==> src/rtl/full_adder_p_bit_reg_if.sv <==
// Purpose: operand/result bundle for the P-bit registered ripple-carry adder.
// Latency: n/a (wiring only); results appear one cycle after their operands.
// Backpressure: none; valid-only tagging, the adder accepts one set per cycle.
interface full_adder_p_bit_reg_if #(
  parameter int P = 4
) ();
  logic [P-1:0] A;
  logic [P-1:0] B;
  logic         Cin;
  logic         in_valid;
  logic [P-1:0] Sum;
  logic         Cout;
  logic         out_valid;

  // Producer side: drives operands, observes results.
  modport master (
    output A, B, Cin, in_valid,
    input  Sum, Cout, out_valid
  );

  // Adder side: consumes operands, drives registered results.
  modport slave (
    input  A, B, Cin, in_valid,
    output Sum, Cout, out_valid
  );
endinterface

==> src/rtl/full_adder_p_bit_reg.sv <==
// Purpose: P-bit ripple-carry adder {Cout,Sum} = A + B + Cin with registered result.
// Latency: 1 cycle from in_valid to out_valid; fully pipelined, one add per cycle.
// Backpressure: none; results are tagged by out_valid and Sum/Cout hold when idle.
module full_adder_p_bit_reg #(
  parameter int P = 4
) (
  input  logic                  clk,
  input  logic                  rst_n,
  full_adder_p_bit_reg_if.slave bus
);

  logic [P-1:0] sum_comb;
  logic         cout_comb;

  // One full-adder cell per bit, each built from two half adders and an OR.
  // Per-cell carry signals keep the chain free of self-referencing vectors.
  for (genvar i = 0; i < P; i++) begin : g_cell
    logic ci;
    logic co;
    logic ha0_s;
    logic ha0_c;
    logic ha1_s;
    logic ha1_c;

    if (i == 0) begin : g_first
      assign ci = bus.Cin;
    end else begin : g_next
      assign ci = g_cell[i-1].co;
    end

    // First half adder: the operand bits.
    assign ha0_s = bus.A[i] ^ bus.B[i];
    assign ha0_c = bus.A[i] & bus.B[i];

    // Second half adder: partial sum plus incoming carry.
    assign ha1_s = ha0_s ^ ci;
    assign ha1_c = ha0_s & ci;

    assign sum_comb[i] = ha1_s;
    assign co          = ha0_c | ha1_c;
  end

  assign cout_comb = g_cell[P-1].co;

  // Result register: reset clears everything and wins over in_valid;
  // idle cycles keep the last result but drop the valid tag.
  always_ff @(posedge clk) begin
    if (!rst_n) begin
      bus.Sum       <= '0;
      bus.Cout      <= 1'b0;
      bus.out_valid <= 1'b0;
    end else if (bus.in_valid) begin
      bus.Sum       <= sum_comb;
      bus.Cout      <= cout_comb;
      bus.out_valid <= 1'b1;
    end else begin
      bus.out_valid <= 1'b0;
    end
  end

endmodule

==> src/flat_wrapper.sv <==
// flat-port wrapper written by rule: the top's interface ports become plain ports
module full_adder_p_bit_reg_flat 
#(
  parameter int P = 4
)
  (clk, rst_n, bus_A, bus_B, bus_Cin, bus_in_valid, bus_Sum, bus_Cout, bus_out_valid);
  full_adder_p_bit_reg_if #(.P(P)) bus_i ();
  input  logic clk;
  input  logic rst_n;
  input wire logic [$bits(bus_i.A)-1:0] bus_A;
  input wire logic [$bits(bus_i.B)-1:0] bus_B;
  input wire logic [$bits(bus_i.Cin)-1:0] bus_Cin;
  input wire logic [$bits(bus_i.in_valid)-1:0] bus_in_valid;
  output wire logic [$bits(bus_i.Sum)-1:0] bus_Sum;
  output wire logic [$bits(bus_i.Cout)-1:0] bus_Cout;
  output wire logic [$bits(bus_i.out_valid)-1:0] bus_out_valid;
  assign bus_i.A = bus_A;
  assign bus_i.B = bus_B;
  assign bus_i.Cin = bus_Cin;
  assign bus_i.in_valid = bus_in_valid;
  assign bus_Sum = bus_i.Sum;
  assign bus_Cout = bus_i.Cout;
  assign bus_out_valid = bus_i.out_valid;
  full_adder_p_bit_reg #(.P(P)) u_core (.clk(clk), .rst_n(rst_n), .bus(bus_i));
endmodule
==> config.mk <==
export PLATFORM = sky130hd
export DESIGN_NAME = full_adder_p_bit_reg_flat
export DESIGN_NICKNAME = d
export VERILOG_FILES = /design/src/rtl/full_adder_p_bit_reg_if.sv /design/src/rtl/full_adder_p_bit_reg.sv /design/src/flat_wrapper.sv
export SDC_FILE = /design/constraint.sdc
export NUM_CORES = 1
export LEC_CHECK = 0
export ABC_AREA = 1
export CAP_MARGIN = 15
export CORE_AREA = 2 2 39 41
export CTS_BUF_LIST = sky130_fd_sc_hd__clkbuf_8
export CTS_CLUSTER_DIAMETER = 100
export DETAILED_ROUTE_END_ITERATION = 16
export DIE_AREA = 0 0 41 43
export GPL_TIMING_DRIVEN = 1
export PLACE_DENSITY = 0.53
export SLEW_MARGIN = 15
export SYNTH_ARGS = -nofsm -noshare
export SYNTH_HDL_FRONTEND = slang
export SYNTH_SLANG_ARGS = --single-unit
==> constraint.sdc <==
create_clock -name clk -period 4.5 [get_ports clk]
set_input_delay 1.35 -clock clk [delete_from_list [all_inputs] [get_ports clk]]
set_output_delay 1.35 -clock clk [all_outputs]
set_load 0.02 [all_outputs]
==> out/qor.csv, run 1 <==
stage,metric,value,unit
floorplanning,die_y,43,µm
setup_path,startpoint_type,input pin,
grt,grt_pass1_vias,278,
synthesis,ys_seq_area_frac,0.364,
timing,setup_viol,0,
cts,cts_buffers,3,
power,p_leak,0.000271,µW
floorplanning,die_w,41,µm
detailed_routing,ant_nets,0,
place,gp_congestion,0.627,
setup_path,arrival,3.48,ns
layout,drive_gt1_frac,0.0656,
cts,tritoncts,yes,
setup_path,crit_required,4.66,ns
timing,hold_viol,0,
grt,antenna_found_initial,0,
cts,clock-root-buffer,clkbuf_8,
timing,max_freq,301,MHz
layout,most-common-layout-cells,"clkdlybuf4s50_1, inv_1, nor2_1, nand2_1, dfxtp_1",
timing,skew,0,ns
floorplanning,rows,14,
job,cap_violations,0,
timing,relSlewSlack,0.761,
place,place_area,509,µm²
synthesis,ys_ff_latch,6,
layout,nNetsFinal,79,
power,ir_drop,0.0900,mV
timing,tightest_slew,0.357,ns
synthesis,synth_nets,58,
detailed_routing,initialDrtViolationCount,0,
cts,clk_path_buf_depth,2,
floorplanning,dieArea,1760,µm²
detailed_routing,dr_total_vias,285,
layout,final_area,551,µm²
detailed_routing,dr.pass1.iters,1,
timing,grt_setup_unrepaired,false,
cts,clkSlewWorstSetupHoldPaths,0.03,ns
synthesis,syn_area,330,µm²
detailed_routing,routedWlPerCell,7.47,µm
layout,final_common_cell,clkdlybuf4s50_1,
worst_hold_path,hp-class,reg -> reg,
grt,grt-ovfl-total,0,
place,hpwl,487,µm
setup_path,crit_fanout,1,
cts,cts_hold_buf,0,
detailed_routing,avgViaCountPerCell,3.70,
place,port-buffer-count,17,
timing,min_period,3.32,ns
synthesis,ys_types,7,
layout,synthToLayoutAreaGrowth,66.7,%
cts,cts_setup_buffers,0,
power,powerDensity,333,nW/µm²
cts,htree_num_levels,1,
detailed_routing,detail_route.wirelength,575,µm
grt,grt_usage,0.0821,
floorplanning,initial_core_util,0.239,
timing,finalCritPeriodShare,0.739,
detailed_routing,drc,0,
status,outcome,completed,
cts,cts_sinks,6,
synthesis,syn_area_per_cell,7.86,µm²
timing,setup-tns-final,0,ns
setup_path,path_class,in -> reg,
setup_path,cp-end-kind,flop,
layout,n_antenna_cell,0,
timing,report.final.slew_viol_count,0,
floorplanning,io_pins,18,
grt,grt_max_degree,12,
cts,post_cts_resized,0,
synthesis,postSynthCellCount,42,
cts,clock_latency,0.22,ns
floorplanning,coreArea,1380,µm²
grt,grt_pass1_wl,966,µm
synthesis,ys_warn_count,0,
[where the power goes]
part	switching (µW)	total, µW	internal (µW)
Clock	22.5	79.9	57.4
Sequential	2.04	60.2	58.2
Combinational	20.0	43.2	23.3
[critical path, stage by stage]
cell and delay, ns:
clkdlybuf4s50_1 0.40, inv_1 0.08, fa_1 0.17, inv_1 0.04
fa_1 0.37, fa_1 0.37, inv_1 0.07, fa_1 0.41
nand2_1 0.08, nand2_1 0.05, nor2_1 0.09
[synth_stat cells (all sizes together)]
library cell	instances	area, µm²
dfxtp	6	120
buf	1	11.3
fa	4	80.1
inv	10	37.5
nand2	11	43.8
nor2	10	37.5
[layout make-up]
cell class,count,area [µm²]
multi-input combinational,25,161
tap,16,20.0
timing repair buffer,17,170
sequential,6,120
clock buffer,3,41.3
fill,148,833
inverter,10,37.5
[registers in the layout, indices dropped and copies added, names as in the netlist]
signal and flops:
u_core.bus.Cout 1, u_core.bus.out_valid 1, u_core.bus.Sum 4
[through the flow]
stage	hold slack, ns	setup slack (ns)	instances	power [µW]	util
floorplan	0.544	1.47	42	83.5	-
global route	0.489	1.05	77	195	0.398
detailed placement	0.462	0.931	74	105	0.368
finish	0.464	1.18	77	183	0.398
global placement	0.456	0.973	74	105	0.368
CTS	0.466	1.15	77	186	0.398
[worst paths after layout]
check | start | to | slack (ns) | depth (start not counted)
max | bus_Cin | u_core.bus.Sum[3]$_SDFFE_PN0P_ | 1.18 | 11
min | u_core.bus.Sum[0]$_SDFFE_PN0P_ | u_core.bus.Sum[0]$_SDFFE_PN0P_ | 0.46 | 2
max reg2reg | u_core.bus.Sum[3]$_SDFFE_PN0P_ | u_core.bus.Sum[3]$_SDFFE_PN0P_ | 3.94 | 2
min reg2reg | u_core.bus.Sum[0]$_SDFFE_PN0P_ | u_core.bus.Sum[0]$_SDFFE_PN0P_ | 0.46 | 2
[kinds of logic (layout without fill, tap and decap cells)]
group,Yosys count,after routing,share of synthesized area
buffers and inverters,11,30,0.148
adders and majority gates,4,4,0.242
DFF,6,6,0.364
and+or+nand+nor,21,21,0.246
[routing by layer]
| layer | part of all wire | track usage | wire length [µm] | up-vias |
|---|---|---|---|---|
| li1 | - | - | - | 153 |
| met1 | 0.43 | 0.0861 | 247 | 117 |
| met2 | 0.45 | 0.125 | 256 | 13 |
| met3 | 0.097 | 0.0314 | 56 | 2 |
| met4 | 0.024 | 0.0600 | 14 | 0 |
| met5 | 0 | 0 | 0 | - |
(Power assumes the default switching activity.)
==> run 2, diff against run 1 <==
==> constraint.sdc (replaced) <==
create_clock -name clk -period 3.3 [get_ports clk]
set_input_delay 0.99 -clock clk [delete_from_list [all_inputs] [get_ports clk]]
set_output_delay 0.99 -clock clk [all_outputs]
set_load 0.02 [all_outputs]
==> run 2 against run 1 <==
Via count down 2.8%; global-route usage down 0.95 points; die area unchanged; clock skew unchanged; total power up 34%.
==> out/qor.csv, run 2 (synthesis gave the netlist of run 1 again) <==
stage,metric,value,unit
power,pwr-share-clk,0.428,
setup_path,crit_fanout,1,
grt,grt_usage,0.0726,
detailed_routing,ant_nets,0,
layout,final_area,551,µm²
cts,clkSlewWorstSetupHoldPaths,0.03,ns
timing,setup_viol,0,
floorplanning,io_pins,18,
job,cap_violations,0,
layout,n_antenna_cell,0,
power,power_switching,57.0,µW
setup_path,startpoint_type,input pin,
layout,fin_util,0.398,
place,pre_cts_slack,0.110,ns
timing,hold_ws,0.467,ns
setup_path,crit_required,3.45,ns
cts,clk_path_buf_depth,2,
layout,final_common_cell,clkdlybuf4s50_1,
timing,hold_viol,0,
cts,cts_sinks,6,
grt,antenna_found_initial,0,
floorplanning,initial_core_util,0.239,
detailed_routing,avgViaCountPerCell,3.60,
cts,clock_latency,0.22,ns
place,gp_congestion,0.589,
power,ir_drop,0.138,mV
layout,synthToLayoutAreaGrowth,66.7,%
power,combinationalPowerShare,0.238,
setup_path,arrival,3.11,ns
layout,n_fill_cell,155,
place,place_area,509,µm²
detailed_routing,dr.pass1.iters,1,
detailed_routing,initialDrtViolationCount,0,
grt,grt_max_degree,12,
grt,grt-ovfl-total,0,
timing,skew,0,ns
timing,report.final.slew_viol_count,0,
timing,max_freq,339,MHz
grt,grt_pass1_vias,207,
grt,grt_pass1_wl,807,µm
place,hpwl,436,µm
timing,finalCritPeriodShare,0.895,
layout,reg_top3,"u_core.bus.Sum: 4 flops, u_core.bus.Cout: 1 flops, u_core.bus.out_valid: 1 flops",
floorplanning,coreArea,1380,µm²
detailed_routing,drc,0,
cts,post_cts_resized,0,
timing,grt_setup_unrepaired,false,
layout,largest_reg_flops,4,
floorplanning,die_w,41,µm
detailed_routing,detail_route.wirelength,527,µm
cts,cts_buffers,3,
power,switching_share,0.232,
power,power.internal,189,µW
cts,htree_num_levels,1,
layout,nNetsFinal,79,
layout,most-common-layout-cells,"clkdlybuf4s50_1, inv_1, nor2_1, nand2_1, dfxtp_1",
worst_hold_path,hp-class,reg -> reg,
setup_path,path_class,in -> reg,
timing,relSlewSlack,0.744,
cts,cts_hold_buf,0,
timing,setup-tns-final,0,ns
status,outcome,completed,
power,powerDensity,447,nW/µm²
timing,min_period,2.95,ns
floorplanning,rows,14,
setup_path,cp-end-kind,flop,
layout,top_register,u_core.bus.Sum,
timing,fin_ws,0.348,ns
detailed_routing,dr_total_vias,277,
place,port-buffer-count,17,
floorplanning,dieArea,1760,µm²
cts,cts_setup_buffers,0,
power,pwr-share-seq,0.334,
power,p_leak,0.000271,µW
timing,tightest_slew,0.383,ns
layout,drive_gt1_frac,0.0656,
floorplanning,die_y,43,µm
cts,clock-root-buffer,clkbuf_8,
detailed_routing,routedWlPerCell,6.84,µm
cts,tritoncts,yes,
[run 2: cell counts in the layout (fill, tap and decap cells not counted)]
No cell type changed its count.
[run 2: routing by layer]
metal,share of wire,vias to the layer above,global-route usage
met5,0,-,0
met1,0.43,113,0.0879
met2,0.47,11,0.0844
met4,0,0,0.0600
met3,0.099,0,0.0471
li1,-,153,-
[run 2: worst paths after layout]
| kind | from | cells after the start | slack (ns) | end |
|---|---|---|---|---|
| hold / removal | u_core.bus.Sum[1]$_SDFFE_PN0P_ | 2 | 0.47 | u_core.bus.Sum[1]$_SDFFE_PN0P_ |
| setup / recovery | bus_Cin | 11 | 0.35 | u_core.bus.Sum[3]$_SDFFE_PN0P_ |
| hold reg to reg | u_core.bus.Sum[1]$_SDFFE_PN0P_ | 2 | 0.47 | u_core.bus.Sum[1]$_SDFFE_PN0P_ |
| setup reg to reg | u_core.bus.Sum[3]$_SDFFE_PN0P_ | 2 | 2.74 | u_core.bus.Sum[3]$_SDFFE_PN0P_ |
[run 2: cell type report]
type / instances / area (µm²) / area share
clock buffers: 3 / 41.3 / 0.0750
inverters: 10 / 37.5 / 0.0682
repair buffers: 17 / 170 / 0.309
flip-flops and latches: 6 / 120 / 0.218
well taps: 16 / 20.0 / 0.0364
multi-input cells: 25 / 161 / 0.293
[run 2: worst max-delay path, cell delays in order]
cell and delay [ns]:
clkdlybuf4s50_1 0.40, inv_1 0.07, fa_1 0.17, inv_1 0.05, fa_1 0.37, fa_1 0.37, inv_1 0.08, fa_1 0.41
nand2_1 0.07, nand2_1 0.05, nor2_1 0.08
[run 2: through the flow]
stage	instances	power, µW
after floorplan	42	114
after global placement	74	142
after detailed placement	74	143
after CTS	77	250
after global routing	77	264
final	77	246
[run 2: power by group through the flow]
| stage | logic, µW | clock network, µW | registers [µW] |
|---|---|---|---|
| floorplan | 22.9 | 0 | 91.0 |
| global placement | 59.1 | 0 | 83.1 |
| detailed placement | 59.3 | 0 | 83.2 |
| CTS | 59.5 | 109 | 82.2 |
| global route | 65.7 | 116 | 82.6 |
| finish | 58.6 | 105 | 82.1 |
